$ cat config.mk
export PLATFORM = sky130hd
export DESIGN_NAME = xadc_drp_master_flat
export DESIGN_NICKNAME = d
export VERILOG_FILES = /design/src/rtl/xadc_drp_master_if.sv /design/src/rtl/xadc_drp_master.sv /design/src/flat_wrapper.sv
export SDC_FILE = /design/constraint.sdc
export NUM_CORES = 1
export LEC_CHECK = 0
export CAP_MARGIN = 10
export CORE_MARGIN = 3
export CORE_UTILIZATION = 49
export CTS_CLUSTER_SIZE = 16
export DETAILED_ROUTE_END_ITERATION = 8
export GPL_TIMING_DRIVEN = 0
export HOLD_SLACK_MARGIN = 0.06
export PLACE_DENSITY = 0.95
export SLEW_MARGIN = 0
export SYNTH_ARGS = -nofsm -noshare
export SYNTH_HDL_FRONTEND = slang
export SYNTH_SLANG_ARGS = --single-unit
export TNS_END_PERCENT = 10
$ cat constraint.sdc
create_clock -name CLK100MHZ -period 2.9 [get_ports CLK100MHZ]
set_input_delay 0.58 -clock CLK100MHZ [delete_from_list [all_inputs] [get_ports CLK100MHZ]]
set_output_delay 0.58 -clock CLK100MHZ [all_outputs]
set_load 0.01 [all_outputs]
$ cat src/rtl/xadc_drp_master_if.sv
`default_nettype none
// ============================================================================
//  Module      : xadc_drp_master_if
//  Description : DRP bus plus end-of-conversion sideband between the XADC
//                wizard (slave side) and the DRP initiator (master side).
//  Revision    : 1.0 - initial release
// ============================================================================
interface xadc_drp_master_if;
    logic [6:0]  daddr_out;
    logic        den_out;
    logic        dwe_out;
    logic [15:0] di_out;
    logic [15:0] do_in;
    logic        drdy_in;
    logic        eoc_in;
    logic [4:0]  channel_in;

    modport master (
        output daddr_out, den_out, dwe_out, di_out,
        input  do_in, drdy_in, eoc_in, channel_in
    );

    modport slave (
        input  daddr_out, den_out, dwe_out, di_out,
        output do_in, drdy_in, eoc_in, channel_in
    );
endinterface
`default_nettype wire

$ cat src/rtl/xadc_drp_master.sv
`default_nettype none
// ============================================================================
//  Module      : xadc_drp_master
//  Description : Active DRP initiator for the XADC wizard. Writes a fixed
//                configuration sequence after reset, then reads the aux6 /
//                aux14 conversion results on each end-of-conversion and
//                publishes 12-bit samples with a one-cycle valid strobe.
//                Optional macro XADC_DRP_AVG_EN: publish the truncated mean
//                of every four reads per channel instead of each read.
//  Revision    : 1.0 - initial release
// ============================================================================
module xadc_drp_master #(
    parameter int         DRP_TIMEOUT = 64,
    parameter logic [6:0] ADDR_A      = 7'h16,
    parameter logic [6:0] ADDR_B      = 7'h1E
) (
    input  wire logic               CLK100MHZ,
    input  wire logic               reset,
    xadc_drp_master_if.master       drp,
    output logic [11:0]             sample_a,
    output logic [11:0]             sample_b,
    output logic                    sample_valid,
    output logic                    sample_ch,
    output logic                    cfg_done,
    output logic                    timeout_err
);

    localparam int                CNT_W    = (DRP_TIMEOUT > 1) ? $clog2(DRP_TIMEOUT) : 1;
    localparam logic [CNT_W-1:0]  TMO_LAST = CNT_W'(DRP_TIMEOUT - 1);
    localparam logic [1:0]        CFG_LAST = 2'd3;

    typedef enum logic [2:0] {
        CFG_ISSUE = 3'd0,
        CFG_WAIT  = 3'd1,
        RUN_IDLE  = 3'd2,
        RD_ISSUE  = 3'd3,
        RD_WAIT   = 3'd4
    } state_t;

    state_t             r_state, w_state_nxt;
    logic [1:0]         r_cfg_idx, w_cfg_idx_nxt;
    logic [CNT_W-1:0]   r_tmo_cnt, w_tmo_cnt_nxt;
    logic               r_sel_b, w_sel_b_nxt;
    logic [6:0]         r_daddr, w_daddr_nxt;
    logic               r_den, w_den_nxt;
    logic               r_dwe, w_dwe_nxt;
    logic [15:0]        r_di, w_di_nxt;
    logic               r_cfg_done, w_cfg_done_nxt;
    logic               r_tmo_err, w_tmo_err_nxt;
    logic               w_rd_ok;

    logic [6:0]         w_rom_addr;
    logic [15:0]        w_rom_data;
    logic               w_hit_a, w_hit_b, w_tmo_hit;
    logic [11:0]        w_rd_data;

    logic [11:0]        r_sample_a, r_sample_b;
    logic               r_valid, r_ch;

    // Aux-channel status registers sit at the DRP address equal to the
    // channel number reported on channel_out, so the match is zero-extended.
    assign w_hit_a   = drp.eoc_in && ({2'b00, drp.channel_in} == ADDR_A);
    assign w_hit_b   = drp.eoc_in && ({2'b00, drp.channel_in} == ADDR_B);
    assign w_tmo_hit = (r_tmo_cnt == TMO_LAST);
    assign w_rd_data = drp.do_in[15:4];

    // Configuration ROM: sequencer off, clock divider, aux enables, then
    // continuous sequencer mode last so conversions start fully configured.
    always_comb begin
        w_rom_addr = 7'h40;
        w_rom_data = 16'h0000;
        case (r_cfg_idx)
            2'd0: begin w_rom_addr = 7'h40; w_rom_data = 16'h0000; end
            2'd1: begin w_rom_addr = 7'h42; w_rom_data = 16'h0400; end
            2'd2: begin w_rom_addr = 7'h49; w_rom_data = 16'h4040; end
            default: begin w_rom_addr = 7'h41; w_rom_data = 16'h2F0F; end
        endcase
    end

    // State and DRP output registers; reset aborts any transaction in flight.
    always_ff @(posedge CLK100MHZ or posedge reset) begin
        if (reset) begin
            r_state    <= CFG_ISSUE;
            r_cfg_idx  <= 2'd0;
            r_tmo_cnt  <= '0;
            r_sel_b    <= 1'b0;
            r_daddr    <= 7'h00;
            r_den      <= 1'b0;
            r_dwe      <= 1'b0;
            r_di       <= 16'h0000;
            r_cfg_done <= 1'b0;
            r_tmo_err  <= 1'b0;
        end else begin
            r_state    <= w_state_nxt;
            r_cfg_idx  <= w_cfg_idx_nxt;
            r_tmo_cnt  <= w_tmo_cnt_nxt;
            r_sel_b    <= w_sel_b_nxt;
            r_daddr    <= w_daddr_nxt;
            r_den      <= w_den_nxt;
            r_dwe      <= w_dwe_nxt;
            r_di       <= w_di_nxt;
            r_cfg_done <= w_cfg_done_nxt;
            r_tmo_err  <= w_tmo_err_nxt;
        end
    end

    // Next-state and next-output logic; drdy is checked before the timeout
    // so a response on the last allowed cycle still completes cleanly.
    always_comb begin
        w_state_nxt    = r_state;
        w_cfg_idx_nxt  = r_cfg_idx;
        w_tmo_cnt_nxt  = r_tmo_cnt;
        w_sel_b_nxt    = r_sel_b;
        w_daddr_nxt    = r_daddr;
        w_den_nxt      = 1'b0;
        w_dwe_nxt      = 1'b0;
        w_di_nxt       = r_di;
        w_cfg_done_nxt = r_cfg_done;
        w_tmo_err_nxt  = r_tmo_err;
        w_rd_ok        = 1'b0;
        case (r_state)
            CFG_ISSUE: begin
                w_daddr_nxt   = w_rom_addr;
                w_di_nxt      = w_rom_data;
                w_den_nxt     = 1'b1;
                w_dwe_nxt     = 1'b1;
                w_tmo_cnt_nxt = '0;
                w_state_nxt   = CFG_WAIT;
            end
            CFG_WAIT: begin
                if (drp.drdy_in) begin
                    w_cfg_idx_nxt = r_cfg_idx + 2'd1;
                    if (r_cfg_idx == CFG_LAST) begin
                        w_cfg_done_nxt = 1'b1;
                        w_state_nxt    = RUN_IDLE;
                    end else begin
                        w_state_nxt    = CFG_ISSUE;
                    end
                end else if (w_tmo_hit) begin
                    w_tmo_err_nxt = 1'b1;
                    w_state_nxt   = CFG_ISSUE;
                end else begin
                    w_tmo_cnt_nxt = r_tmo_cnt + 1'b1;
                end
            end
            RUN_IDLE: begin
                if (w_hit_a) begin
                    w_sel_b_nxt = 1'b0;
                    w_state_nxt = RD_ISSUE;
                end else if (w_hit_b) begin
                    w_sel_b_nxt = 1'b1;
                    w_state_nxt = RD_ISSUE;
                end
            end
            RD_ISSUE: begin
                w_daddr_nxt   = r_sel_b ? ADDR_B : ADDR_A;
                w_di_nxt      = 16'h0000;
                w_den_nxt     = 1'b1;
                w_tmo_cnt_nxt = '0;
                w_state_nxt   = RD_WAIT;
            end
            RD_WAIT: begin
                if (drp.drdy_in) begin
                    w_rd_ok     = 1'b1;
                    w_state_nxt = RUN_IDLE;
                end else if (w_tmo_hit) begin
                    w_tmo_err_nxt = 1'b1;
                    w_state_nxt   = RUN_IDLE;
                end else begin
                    w_tmo_cnt_nxt = r_tmo_cnt + 1'b1;
                end
            end
            default: begin
                w_state_nxt = CFG_ISSUE;
            end
        endcase
    end

`ifdef XADC_DRP_AVG_EN
    logic [13:0] r_acc_a, r_acc_b, w_acc_sum;
    logic [1:0]  r_avg_cnt_a, r_avg_cnt_b, w_avg_cnt;

    assign w_acc_sum = (r_sel_b ? r_acc_b : r_acc_a) + {2'b00, w_rd_data};
    assign w_avg_cnt = r_sel_b ? r_avg_cnt_b : r_avg_cnt_a;

    // Accumulate four reads per channel, publish the truncated mean, restart.
    always_ff @(posedge CLK100MHZ or posedge reset) begin
        if (reset) begin
            r_sample_a  <= 12'h000;
            r_sample_b  <= 12'h000;
            r_valid     <= 1'b0;
            r_ch        <= 1'b0;
            r_acc_a     <= 14'h0000;
            r_acc_b     <= 14'h0000;
            r_avg_cnt_a <= 2'd0;
            r_avg_cnt_b <= 2'd0;
        end else begin
            r_valid <= 1'b0;
            if (w_rd_ok) begin
                if (w_avg_cnt == 2'd3) begin
                    r_valid <= 1'b1;
                    r_ch    <= r_sel_b;
                    if (r_sel_b) begin
                        r_sample_b  <= w_acc_sum[13:2];
                        r_acc_b     <= 14'h0000;
                        r_avg_cnt_b <= 2'd0;
                    end else begin
                        r_sample_a  <= w_acc_sum[13:2];
                        r_acc_a     <= 14'h0000;
                        r_avg_cnt_a <= 2'd0;
                    end
                end else if (r_sel_b) begin
                    r_acc_b     <= w_acc_sum;
                    r_avg_cnt_b <= r_avg_cnt_b + 2'd1;
                end else begin
                    r_acc_a     <= w_acc_sum;
                    r_avg_cnt_a <= r_avg_cnt_a + 2'd1;
                end
            end
        end
    end
`else
    // Publish every successful read straight into its sample register.
    always_ff @(posedge CLK100MHZ or posedge reset) begin
        if (reset) begin
            r_sample_a <= 12'h000;
            r_sample_b <= 12'h000;
            r_valid    <= 1'b0;
            r_ch       <= 1'b0;
        end else begin
            r_valid <= 1'b0;
            if (w_rd_ok) begin
                r_valid <= 1'b1;
                r_ch    <= r_sel_b;
                if (r_sel_b) begin
                    r_sample_b <= w_rd_data;
                end else begin
                    r_sample_a <= w_rd_data;
                end
            end
        end
    end
`endif

    assign drp.daddr_out = r_daddr;
    assign drp.den_out   = r_den;
    assign drp.dwe_out   = r_dwe;
    assign drp.di_out    = r_di;
    assign sample_a      = r_sample_a;
    assign sample_b      = r_sample_b;
    assign sample_valid  = r_valid;
    assign sample_ch     = r_ch;
    assign cfg_done      = r_cfg_done;
    assign timeout_err   = r_tmo_err;

endmodule
`default_nettype wire

$ cat src/flat_wrapper.sv
// flat-port wrapper written by rule: the top's interface ports become plain ports
module xadc_drp_master_flat 
#(
    parameter int         DRP_TIMEOUT = 64,
    parameter logic [6:0] ADDR_A      = 7'h16,
    parameter logic [6:0] ADDR_B      = 7'h1E
)
  (CLK100MHZ, reset, sample_a, sample_b, sample_valid, sample_ch, cfg_done, timeout_err, drp_daddr_out, drp_den_out, drp_dwe_out, drp_di_out, drp_do_in, drp_drdy_in, drp_eoc_in, drp_channel_in);
  xadc_drp_master_if drp_i ();
  input  wire logic CLK100MHZ;
  input  wire logic reset;
  output logic [11:0] sample_a;
  output logic [11:0] sample_b;
  output logic sample_valid;
  output logic sample_ch;
  output logic cfg_done;
  output logic timeout_err;
  output wire logic [$bits(drp_i.daddr_out)-1:0] drp_daddr_out;
  output wire logic [$bits(drp_i.den_out)-1:0] drp_den_out;
  output wire logic [$bits(drp_i.dwe_out)-1:0] drp_dwe_out;
  output wire logic [$bits(drp_i.di_out)-1:0] drp_di_out;
  input wire logic [$bits(drp_i.do_in)-1:0] drp_do_in;
  input wire logic [$bits(drp_i.drdy_in)-1:0] drp_drdy_in;
  input wire logic [$bits(drp_i.eoc_in)-1:0] drp_eoc_in;
  input wire logic [$bits(drp_i.channel_in)-1:0] drp_channel_in;
  assign drp_daddr_out = drp_i.daddr_out;
  assign drp_den_out = drp_i.den_out;
  assign drp_dwe_out = drp_i.dwe_out;
  assign drp_di_out = drp_i.di_out;
  assign drp_i.do_in = drp_do_in;
  assign drp_i.drdy_in = drp_drdy_in;
  assign drp_i.eoc_in = drp_eoc_in;
  assign drp_i.channel_in = drp_channel_in;
  xadc_drp_master #(.DRP_TIMEOUT(DRP_TIMEOUT), .ADDR_A(ADDR_A), .ADDR_B(ADDR_B)) u_core (.CLK100MHZ(CLK100MHZ), .reset(reset), .drp(drp_i), .sample_a(sample_a), .sample_b(sample_b), .sample_valid(sample_valid), .sample_ch(sample_ch), .cfg_done(cfg_done), .timeout_err(timeout_err));
endmodule
After elaboration in Yosys (flattened, before gate mapping)
Index checks and enable logic that the tools add are counted.

Add/sub/neg operators: 2. Equality and inequality tests: 15. Multiplexer cells: 23. Bitwise gates (word level): 2. Reductions and logical operators: 17.

Operator list (number): one-hot mux 15 bit (3 select lines) (1); one-hot mux 16 bit (2 select lines) (1); 2-to-1 mux 3 bit (6); one-hot mux 3 bit (5 select lines) (1); one-hot mux 7 bit (2 select lines) (1); 2-to-1 mux 6 bit (2); one-hot mux 4 bit (3 select lines) (1); one-hot mux 6 bit (2 select lines) (1); AND reduction 3 bit (4); == test 5 bit (second input constant) (2); AND reduction 2 bit (4); 2-to-1 mux 1 bit (7); adder 6 x 1 -> 6 bit (second input constant) (1); == test 3 x 2 -> 1 bit (second input constant) (2); == test 6 bit (second input constant) (1); != test 3 x 2 -> 1 bit (second input constant) (2); nonzero test 2 bit (3); == test 2 bit (second input constant) (2); 2-to-1 mux 4 bit (1); != test 2 bit (second input constant) (2); OR reduction 2 bit (2); == test 3 x 1 -> 1 bit (second input constant) (1); == test 3 bit (second input constant) (1); zero test 3 bit (1); 7 further kinds (9).

Register bits after elaboration: 65. Output and inout port bits: 53. Logic and storage cells: 73.

Logic depth before layout (Yosys ltp)
Word-level depth: 5. Depth in mapped cells: 7.

Least setup slack after synthesis
Ideal clock, no wire load.

Path type: flip-flop to flip-flop. From: register u_core.r_tmo_cnt[0]. To: register u_core.r_tmo_cnt[1]. Data arrival time: 1.557 ns. Setup slack: 1.219 ns. Cell stages (with the launch flop): 6. Cell sequence: dfrtp_1 ha_1 and3_1 clkbuf_1 a311o_1 a211o_1.

Cells in the longest elaborated chain, start to end: 4.

RTL lines: from (decl) (RTL line xadc_drp_master.sv:42) `logic [CNT_W-1:0] r_tmo_cnt, w_tmo_cnt_nxt;`; from (signal assigned) (RTL line xadc_drp_master.sv:96) `r_tmo_cnt <= w_tmo_cnt_nxt;`; adder 6 x 1 -> 6 bit (RTL line xadc_drp_master.sv:143, xadc_drp_master.sv:170); 2-to-1 mux 6 bit (RTL line xadc_drp_master.sv:139, xadc_drp_master.sv:166); 2-to-1 mux 6 bit (RTL line xadc_drp_master.sv:131) `if (drp.drdy_in) begin`; one-hot mux 6 bit (2 select lines) (RTL line xadc_drp_master.sv:121) `case (r_state)`.

Several ways; a longest one is shown, not always the timed one. The select of a mux whose other input is x is not followed. A chain may end at the register's enable or synchronous reset.

Final worst setup path
From: input drp_drdy_in. To: register u_core.r_sample_a[2], in the netlist u_core.sample_a[2].

Cells in the longest elaborated chain, start to end: 3.

RTL lines: from (decl) (RTL line flat_wrapper.sv:23) `input wire logic [$bits(drp_i.drdy_in)-1:0] drp_drdy_in;`; 2-to-1 mux 1 bit (RTL line xadc_drp_master.sv:163) `if (drp.drdy_in) begin`; 2-to-1 mux 1 bit (RTL line xadc_drp_master.sv:121); AND reduction 2 bit (no source line); to (signal assigned) (RTL line xadc_drp_master.sv:238) `r_sample_a <= w_rd_data;`; to (decl) (RTL line xadc_drp_master.sv:57) `logic [11:0] r_sample_a, r_sample_b;`.

No other way between the ends.

==> summary.md <==
| Metric | Value |
|---|---|
| Final Max Slew Viols | 0 |
| Die Ht | 75.18 um |
| Synthesized area | 2345 um^2 |
| Sw frac | 0.3391 |
| Seq/Total Area, Yosys | 0.5336 |
| Crit start category | primary input |
| Layout cells sized above 1 | 0.2299 |
| Htree depth | 2 |
| Count leader, synth | dfrtp_1 |
| Post-synth EDFFs | 0 |
| Post-DRT Antenna Nets | 0 |
| DR DRC count | 0 |
| First-pass GRT wire length | between 7000 and 8000 um |
| Yosys top cell by area | dfrtp_1 |
| Fin crit period | between 2000 and 2500 ps |
| Cell family with the largest share of critical-path delay | buffers and inverters |
| Sw Pwr | 937.9 uW |
| Leak | 0.001524 uW |
| Cell count after synthesis | just under 200 |
| Synth Area per Inst | between 10 and 15 um^2 |
| Flop and latch count out of synthesis | 50 |
| Hold Path Class | flip-flop to flip-flop |
| Critical path's slowest cell | clkdlybuf4s50_1 |
| Ys async rst share | 1.000 |
| Hold Buf Count CTS | 0 |
| Nets | a little over 300 |
| RSZ-0062 raised after global routing | no |
| Clk slew on worst S/H paths | 100 ps |
| Starting Density | 0.5240 |
| Max_cap viols | 0 |
| Synth top area share | 0.5336 |
| Clock share of power | 0.156 |
| Multi-input logic area | 927.1 um^2 |
| Clock insertion delay at the later pin of the skew report | 310 ps |
| DIE AREA | 5651 um^2 |
| Status | finished clean |
| IO Pins | 78 |
| PwrDens | 859.5 nW/um^2 |
| Slew headroom | 0.6247 |
| Vias | 1,709 |
| Largest net degree at the start of global routing | 33 |
| Final setup viols | 0 |
| YS warnings | 0 |
| CTS Sinks | 50 |
| Worst Path Class, Setup | primary input to flip-flop |
| Crit path largest cell delay | roughly 670 ps |
| WL/cell | 15.52 um |
| Int Power | 1828 uW |
| FMAX | 470.9 MHz |
| Synth top cells by count | 50 x dfrtp_1, 16 x buf_4, 16 x mux2_2, 14 x nand2_1, 12 x nor2_1 |
| Setup TNS | 0 ps |
| TritonCTS clock tree | done |
| CP required | 3100 ps |
| Critical Path End Type | flip-flop |
| WP data arrival | 2320 ps |
| Gr ovfl total | 0 |
| Core area | 4474 um^2 |
| IO Port Bufs | 67 |
| Clock buffer count from CTS | 5 |
| Setup Skew | slightly above 9 ps |
| Iter 0 DRT Violations | 91 |
| Layout fillers | ~280 |
| Ant. Diodes | 0 |
| Sequential Power Share | 0.384 |
| Row cnt | 24 |
| Top cells by area, synth | dfrtp_1 53%, mux2_2 7.7%, mux2_4 6.4% |
| Post-CTS Setup Inserts | 0 |
| Critical Path Fanout Max | 10 |
| HPWL Detailed | approximately 3700 um |
| Comb pwr share | 0.460 |
| Initial antenna violation count | 0 |
| DRT Pass-1 Iters | 4 |
| Buf/Inv on CP | 2 |
| Avg Vias per Cell | 5.242 |
| CTS max path bufs | 2 |
| CP Cell Sequence | clkdlybuf4s50_1 > and2_1 > nand2_1 > nor2_2 > buf_4 > mux2_2 |
| Total power | 2766 uW |
| WL final | just over 5000 um |
| Synth unique cells | 48 |
| Clk Tree Root Cell | clkbuf_8 |
| Total track usage | 0.1856 |
| Final Hold Fails | 0 |
| Die X | 75.18 um |
| Routability congestion estimate from global placement | 0.7663 |
| Worst slew pin tran | 561.8 ps |
| Register area | 1251 um^2 |
| Vias in the first global route | ~1,700 |
| Area delta synth->final | 37.25% |
| Ys flop type | dfrtp_1 |
| Fin crit share | 0.7323 |
| Number of cells upsized or downsized after cts | 0 |
| Max rail drop VDD | 0.5265 mV |
==> registers in the layout, indices dropped and copies added, names as in the netlist, 2 cells and up <==
name	count
u_core.r_tmo_cnt	6
u_core.r_state	3
u_core.drp.daddr_out	5
u_core.r_cfg_idx	2
u_core.drp.di_out	3
u_core.sample_b	12
u_core.sample_a	12
==> path summary, 6_finish.rpt <==
kind	from	to	slack (ps)	cells past startpoint
min	u_core.cfg_done$_DFFE_PP0P_	u_core.cfg_done$_DFFE_PP0P_	470	1
max reg2reg	u_core.r_tmo_cnt[0]$_DFFE_PP0P_	u_core.r_tmo_cnt[1]$_DFFE_PP0P_	1050	5
min in group asynchronous	reset	u_core.sample_b[9]$_DFFE_PP0P_	580	2
min reg2reg	u_core.cfg_done$_DFFE_PP0P_	u_core.cfg_done$_DFFE_PP0P_	470	1
max	drp_drdy_in	u_core.sample_a[2]$_DFFE_PP0P_	780	6
max in group asynchronous	reset	u_core.timeout_err$_DFFE_PP0P_	1810	3
==> layer usage <==
metal / vias to the layer above / track usage / wire, um
met5: - / 0 / 0
met4: 0 / 0.07767 / 91
met3: 10 / 0.02804 / 234
met2: 56 / 0.3191 / 2776
met1: 841 / 0.2336 / 1956
li1: 802 / - / -
==> power groups by stage <==
stage               Sequential [uW]  Combinational [uW]  Clock [uW]
finish                         1060                1270         432
global placement               1060                1230           0
detailed placement             1070                1270           0
floorplan                      1130                 609           0
CTS                            1060                1280         442
global route                   1090                1370         465
==> logic make-up (layout without fill, tap and decap cells) <==
kind of cell,count (synthesis),after routing,share of synthesized area
buffers and inverters,29,105,0.07898
AOI/OAI and AO/OA,27,27,0.08005
and+or+nand+nor,50,50,0.1163
xor gates and xnor gates,3,3,0.01121
DFF,50,50,0.5336
other,1,6,0.001599
muxes,26,26,0.1409
adders and majority gates,7,7,0.03735
==> final cells by class <==
class,instances,area share
Tap cell,52,0.02022
Inverter,7,0.008165
Timing Repair Buffer,68,0.2146
Clock buffer,6,0.02566
Buffer,22,0.04938
Multi-Input combinational cell,119,0.2881
Clock inverter,2,0.005054
Sequential cell,50,0.3888
==> layout by cell type (no fill, tap or decap), types with 2 or more instances in the layout <==
| master | n |
|---|---|
| o21ai_0 | 7 |
| nand2_1 | 14 |
| inv_2 | 3 |
| clkbuf_8 | 6 |
| nand2b_1 | 3 |
| a31oi_1 | 2 |
| and2_1 | 3 |
| mux2_2 | 16 |
| clkdlybuf4s50_1 | 67 |
| a22o_1 | 3 |
| ha_1 | 7 |
| nor2b_1 | 2 |
| clkbuf_1 | 3 |
| nor3_1 | 2 |
| mux2_4 | 10 |
| a21oi_1 | 3 |
| inv_1 | 4 |
| dfrtp_1 | 50 |
| buf_4 | 16 |
| nor2_1 | 12 |
| buf_6 | 2 |
| xnor2_1 | 3 |
| conb_1 | 6 |
==> metrics by stage <==
stage / cell area, um^2 / std cells / setup slack, ps / utilization / hold slack, ps
after floorplan: 2364 / 198 / 1119 / - / 491.8
after global placement: 3099 / 317 / 175.9 / 0.6927 / 450.8
final: 3218 / 326 / 776.4 / 0.7192 / 470.1
after CTS: 3218 / 326 / 811.6 / 0.7192 / 476.7
after global routing: 3218 / 326 / 752.1 / 0.7192 / 497.2
after detailed placement: 3119 / 318 / 499.9 / 0.6971 / 456.0
Power figures use the tool's default switching activity.
